`config.mk`:
```
export PLATFORM = sky130hd
export DESIGN_NAME = vc_pop_arbiter
export DESIGN_NICKNAME = d
export VERILOG_FILES = /design/src/rtl/vc_pop_arbiter_pkg.sv /design/src/rtl/vc_pop_eligibility.sv /design/src/rtl/vc_pop_arbiter.sv
export SDC_FILE = /design/constraint.sdc
export NUM_CORES = 1
export LEC_CHECK = 0
export ABC_AREA = 1
export BUFFER_PORTS_ARGS = -buffer_cell sky130_fd_sc_hd__buf_2
export CAP_MARGIN = 0
export CORE_UTILIZATION = 25
export CTS_CLUSTER_DIAMETER = 60
export DETAILED_ROUTE_END_ITERATION = 7
export PLACE_DENSITY = 0.49
export SLEW_MARGIN = 20
export SYNTH_ARGS = -nofsm -noshare
export SYNTH_HDL_FRONTEND = slang
export SYNTH_SLANG_ARGS = --single-unit
```
`constraint.sdc`:
```
create_clock -name clk -period 3.5 [get_ports clk]
set_clock_uncertainty 0.1 [all_clocks]
set_input_delay 0.35 -clock clk [delete_from_list [all_inputs] [get_ports clk]]
set_output_delay 0.35 -clock clk [all_outputs]
set_load 0.02 [all_outputs]
```
`src/rtl/vc_pop_arbiter_pkg.sv`:
```
// rtl/vc_pop_arbiter_pkg.sv - shared QoS definitions for the VC/TC pop arbitration blocks
package vc_pop_arbiter_pkg;

   typedef enum logic [1:0] {
      ST_IDLE     = 2'd0,
      ST_TURN_VC0 = 2'd1,
      ST_TURN_VC1 = 2'd2
   } arb_state_e;

   localparam int unsigned DEF_DATA_WIDTH = 6;
   localparam int unsigned DEF_DEST_BIT   = 4;
   localparam int unsigned DEF_WEIGHT_VC0 = 4;
   localparam int unsigned DEF_WEIGHT_VC1 = 1;

   // Width needed to hold the larger weight without wrapping; at least one bit.
   function automatic int unsigned grant_cnt_width(input int unsigned w0, input int unsigned w1);
      int unsigned wmax;
      wmax = (w0 > w1) ? w0 : w1;
      if (wmax < 1) wmax = 1;
      return $clog2(wmax + 1);
   endfunction

endpackage

```
`src/rtl/vc_pop_eligibility.sv`:
```
// rtl/vc_pop_eligibility.sv - per-VC eligibility from FIFO occupancy and destination backpressure
module vc_pop_eligibility (
   input  logic [1:0] vc_empty,
   input  logic [1:0] vc_head_dest,
   input  logic [1:0] d_almost_full,
   output logic [1:0] vc_eligible
);

   always_comb begin
      vc_eligible = 2'b00;
      for (int i = 0; i < 2; i++) begin
         vc_eligible[i] = !vc_empty[i] && !d_almost_full[vc_head_dest[i]];
      end
   end

endmodule

```
`src/rtl/vc_pop_arbiter.sv`:
```
// rtl/vc_pop_arbiter.sv - weighted two-VC pop arbiter feeding D0/D1 FIFOs with a one-cycle push stage
module vc_pop_arbiter
   import vc_pop_arbiter_pkg::*;
#(
   parameter int unsigned DATA_WIDTH = DEF_DATA_WIDTH,
   parameter int unsigned DEST_BIT   = DEF_DEST_BIT,
   parameter int unsigned WEIGHT_VC0 = DEF_WEIGHT_VC0,
   parameter int unsigned WEIGHT_VC1 = DEF_WEIGHT_VC1
) (
   input  logic                  clk,
   input  logic                  reset_L,
   input  logic                  vc0_empty,
   input  logic                  vc1_empty,
   input  logic [DATA_WIDTH-1:0] vc0_data,
   input  logic [DATA_WIDTH-1:0] vc1_data,
   input  logic                  vc0_head_dest,
   input  logic                  vc1_head_dest,
   input  logic                  d0_almost_full,
   input  logic                  d1_almost_full,
   output logic                  vc0_pop,
   output logic                  vc1_pop,
   output logic                  d0_push,
   output logic                  d1_push,
   output logic [DATA_WIDTH-1:0] d_data,
   output logic                  grant_vc1
);

   localparam int unsigned CW = grant_cnt_width(WEIGHT_VC0, WEIGHT_VC1);
   localparam logic [CW-1:0] W0  = CW'(WEIGHT_VC0);
   localparam logic [CW-1:0] W1  = CW'(WEIGHT_VC1);
   localparam logic [CW-1:0] ONE = CW'(1);

   // The head destination arrives pre-decoded; the bit index must still lie inside the word.
   if (DEST_BIT >= DATA_WIDTH) begin : g_bad_dest_bit
      $error("DEST_BIT out of range for DATA_WIDTH");
   end

   logic [1:0]            eligible;
   arb_state_e            state_q, state_d;
   logic [CW-1:0]         count_q, count_d;
   logic                  pop0, pop1;
   logic                  inflight_q, inflight_d;
   logic                  inflight_vc_q, inflight_vc_d;
   logic                  inflight_dest_q, inflight_dest_d;
   logic [DATA_WIDTH-1:0] d_data_q, d_data_d;
   logic                  grant_vc1_q, grant_vc1_d;

   vc_pop_eligibility u_elig (
      .vc_empty      ({vc1_empty, vc0_empty}),
      .vc_head_dest  ({vc1_head_dest, vc0_head_dest}),
      .d_almost_full ({d1_almost_full, d0_almost_full}),
      .vc_eligible   (eligible)
   );

   always_comb begin
      state_d = state_q;
      count_d = count_q;
      pop0    = 1'b0;
      pop1    = 1'b0;
      case (state_q)
         ST_IDLE: begin
            if (eligible[0]) begin
               pop0    = 1'b1;
               state_d = ST_TURN_VC0;
               count_d = ONE;
            end else if (eligible[1]) begin
               pop1    = 1'b1;
               state_d = ST_TURN_VC1;
               count_d = ONE;
            end
         end
         ST_TURN_VC0: begin
            if (eligible[0] && ((count_q < W0) || !eligible[1])) begin
               pop0 = 1'b1;
               if (count_q < W0) count_d = count_q + ONE;
            end else if (eligible[1]) begin
               pop1    = 1'b1;
               state_d = ST_TURN_VC1;
               count_d = ONE;
            end else begin
               state_d = ST_IDLE;
               count_d = '0;
            end
         end
         ST_TURN_VC1: begin
            if (eligible[1] && ((count_q < W1) || !eligible[0])) begin
               pop1 = 1'b1;
               if (count_q < W1) count_d = count_q + ONE;
            end else if (eligible[0]) begin
               pop0    = 1'b1;
               state_d = ST_TURN_VC0;
               count_d = ONE;
            end else begin
               state_d = ST_IDLE;
               count_d = '0;
            end
         end
         default: begin
            state_d = ST_IDLE;
            count_d = '0;
         end
      endcase
   end

   // Pops are suppressed while reset is held so nothing is lost from the VC FIFOs.
   assign vc0_pop = pop0 && reset_L;
   assign vc1_pop = pop1 && reset_L;

   always_comb begin
      inflight_d      = vc0_pop || vc1_pop;
      inflight_vc_d   = vc1_pop;
      inflight_dest_d = vc1_pop ? vc1_head_dest : vc0_head_dest;
      grant_vc1_d     = (state_d == ST_TURN_VC1);
      d_data          = d_data_q;
      if (inflight_q) d_data = inflight_vc_q ? vc1_data : vc0_data;
      d_data_d        = d_data;
   end

   assign d0_push   = inflight_q && !inflight_dest_q;
   assign d1_push   = inflight_q &&  inflight_dest_q;
   assign grant_vc1 = grant_vc1_q;

   always_ff @(posedge clk or negedge reset_L) begin
      if (!reset_L) begin
         state_q         <= ST_IDLE;
         count_q         <= '0;
         inflight_q      <= 1'b0;
         inflight_vc_q   <= 1'b0;
         inflight_dest_q <= 1'b0;
         d_data_q        <= '0;
         grant_vc1_q     <= 1'b0;
      end else begin
         state_q         <= state_d;
         count_q         <= count_d;
         inflight_q      <= inflight_d;
         inflight_vc_q   <= inflight_vc_d;
         inflight_dest_q <= inflight_dest_d;
         d_data_q        <= d_data_d;
         grant_vc1_q     <= grant_vc1_d;
      end
   end

endmodule

```
==> results.yml <==
status:
  status: "completed"
critical_path:
  worst-setup-path-type: "flop to output port"
  rr_worst_depth: 10
  cp-end-kind: "output port"
  cp_data_required_time_ns: 3.05
  critPathLaunchType: "flop"
  crit_fanout: 3
  r2r-start: "state_q[1]$_DFF_PN0_"
  r2r_slack_ns: 2.11
  r2r_end: "inflight_dest_q$_DFF_PN0_"
  cp_data_arrival_time_ns: 1.58
route:
  first_iter_violations: 15
  wl_per_cell_um: 9.503
  num_vias: 847
  dr.pass1.iters: 4
  avgViaCountPerCell: 4.256
  drcViolationCount: 0
  ant_nets: 0
  routed_wl_mm: 1.891
cells_and_area:
  fin_area_mm2: 0.001111
  final_common_cell: "nand2_1"
  final_cell_mix: "nand2_1 (37), buf_2 (30), inv_1 (16), dfrtp_1 (15), o21ai_0 (13)"
  fin_nets: 175
  n_antenna_cell: 0
  nFillCells: 372
  drive_gt1_share_pct: 28.76
  syn_to_final_growth_pct: 28.32
  final_core_util_pct: 33.30
  final_cells: 199
clock_network:
  clk_pin_slew_worst_paths_ns: 0.09
  cts.repair.resized: 0
  cts_root_buffer: "clkbuf_4"
  postCtsSetupBuffers: 0
  insertion_delay_ns: 0.28
  cts_inserted_buffers: 3
  cts-htree-levels: 1
  cts_tree: "built"
  cts_sinks: 15
  cts.path.max_buffers: 2
place:
  routabilityCongestion: 0.8584
  place_area_mm2: 0.001074
  detailed_place_hpwl_mm: 1.541
  placed_cells: 194
  portBuffers: 30
global_routing:
  overflow: 0
  grt_first_pass_wirelength_mm: 3.029
  antenna_found_initial: 0
  grt_pass1_vias: 722
  grt_use_total_pct: 11.21
  grt_max_degree: 19
timing:
  setup-tns-final_ns: 0
  rsz0062_at_grt: "no"
  max_clock_freq_mhz: 493.3
  fin_crit_ns: 2.027
  period_share_pct: 57.92
  hold_viol: 0
  setup_viol: 0
  tightest_slew_ns: 0.3953
  relSlewSlack_pct: 73.65
  slew_viol_final: 0
floorplanning:
  die_x_um: 60.85
  dieArea_mm2: 0.003703
  die_height_um: 60.85
  rows: 21
  core_area_mm2: 0.003337
  start_util_pct: 25.95
  pin_count: 31
synth:
  synth-edff-count: 0
  synth-compound-area-share_pct: 9.538
  synth-main-ff-cell: "dfrtp_1"
  ys_seq_elements: 15
  synth-seq-area-share_pct: 43.35
  synth_area_um2: 865.8
  synth_nets: 139
  synth_xor_area_share_pct: 1.012
  synth_top_family_by_area: "simple AND/OR/NAND/NOR gates"
  synth_fa_ha_area_share_pct: 1.445
  synthMuxAreaShare_pct: 0
  synthSimpleGateAreaFrac_pct: 37.28
  ys_warn_count: 0
  syn_avg_cell_area_um2: 7.338
  synthArstFlopShare_pct: 100.0
  synth_cell_types: 16
  syn_inst: 118
flow_run:
  cap_viol_max_count: 0
power:
  p_leak_nw: 0.6339
  p_per_area_mw_per_mm2: 470.3
  vdd.ir_drop.worst_v: 0.0001587
worst_hold_path:
  hp-class: "input pin to flop"
  hold_end: "inflight_dest_q$_DFF_PN0_"
  holdCritStartpoint: "vc0_head_dest"
  holdPathStages: 3
-- layer usage --
layer,GRT usage [%],part of all wire (%),up-vias
met4,2.922,0.79,0
met1,13.09,49,367
met5,0,0,-
met2,19.15,43,29
met3,4.478,6.7,2
li1,-,-,449
-- where the power goes --
part,internal (mW),switching (mW),total (mW)
Combinational,0.0658,0.126,0.192
Clock,0.0424,0.0550,0.0974
Sequential,0.212,0.0211,0.233
Total,0.320,0.203,0.523
-- cell families after synthesis --
| logic type | Yosys count |
|---|---|
| buf+inv | 17 |
| flops | 15 |
| fa+ha+maj | 1 |
| simple gates | 68 |
| compound gates | 16 |
| xor+xnor | 1 |
-- worst max-delay path, stage by stage (launching register included) --
cell	delay, ns
dfrtp_1	0.39
inv_1	0.13
nand2_1	0.09
inv_1	0.10
nand2_1	0.06
nand2_1	0.07
nand2_1	0.07
nand2_2	0.10
nand2_2	0.07
inv_1	0.08
buf_2	0.16
-- per-stage QoR --
step	hold WS [ns]	worst slack [ns]	total power, mW
floorplan	-0.04559	1.943	0.3630
global placement	0.1933	1.704	0.4306
detailed placement	0.2051	1.687	0.4300
CTS	0.2102	1.422	0.5309
global route	0.2413	1.287	0.5689
finish	0.2190	1.473	0.5226
-- registers in the layout, indices dropped and copies added (netlist names) --
signal	count
state_q	2
count_q	3
inflight_dest_q	1
d_data_q	6
inflight_vc_q	1
inflight_q	1
grant_vc1	1
-- cell type report --
cell class / instances / area, um2 / area share [%]
Multi-Input combinational cell: 86 / 426.7 / 38.40
Sequential cell: 15 / 375.4 / 33.78
Timing Repair Buffer: 31 / 160.2 / 14.41
Inverter: 17 / 63.81 / 5.743
Tap cell: 46 / 57.56 / 5.180
Clock buffer: 3 / 22.52 / 2.027
Clock inverter: 1 / 5.005 / 0.4504
-- how the worst max path moves through the flow --
stage | cells past startpoint | start | to
after floorplan | 3 | inflight_vc_q$_DFF_PN0_ | d_data[0]
after detailed placement | 11 | vc0_head_dest | vc0_pop
after global placement | 11 | vc0_head_dest | vc0_pop
final | 10 | state_q[1]$_DFF_PN0_ | vc1_pop
after global routing | 10 | state_q[1]$_DFF_PN0_ | vc1_pop
after CTS | 5 | reset_L | vc0_pop
-- synthesized netlist by cell type (2+ instances only) --
cell type	n	share of area, %
a21oi_1	2	1.2
dfrtp_1	15	43
inv_1	16	6.9
nand2_1	37	16
nand2_2	4	2.9
nand3_1	7	4.0
nand3_2	2	2.3
nand4_1	3	2.2
nor2_1	12	5.2
nor2_4	2	2.6
o21ai_0	13	7.5
-- what timing repair did --
action,4_1_cts,5_1_grt
endpoints found under the setup margin,0,0
hold endpoints to repair,15,0
hold buffers,1,0
(Power assumes the default switching activity.)
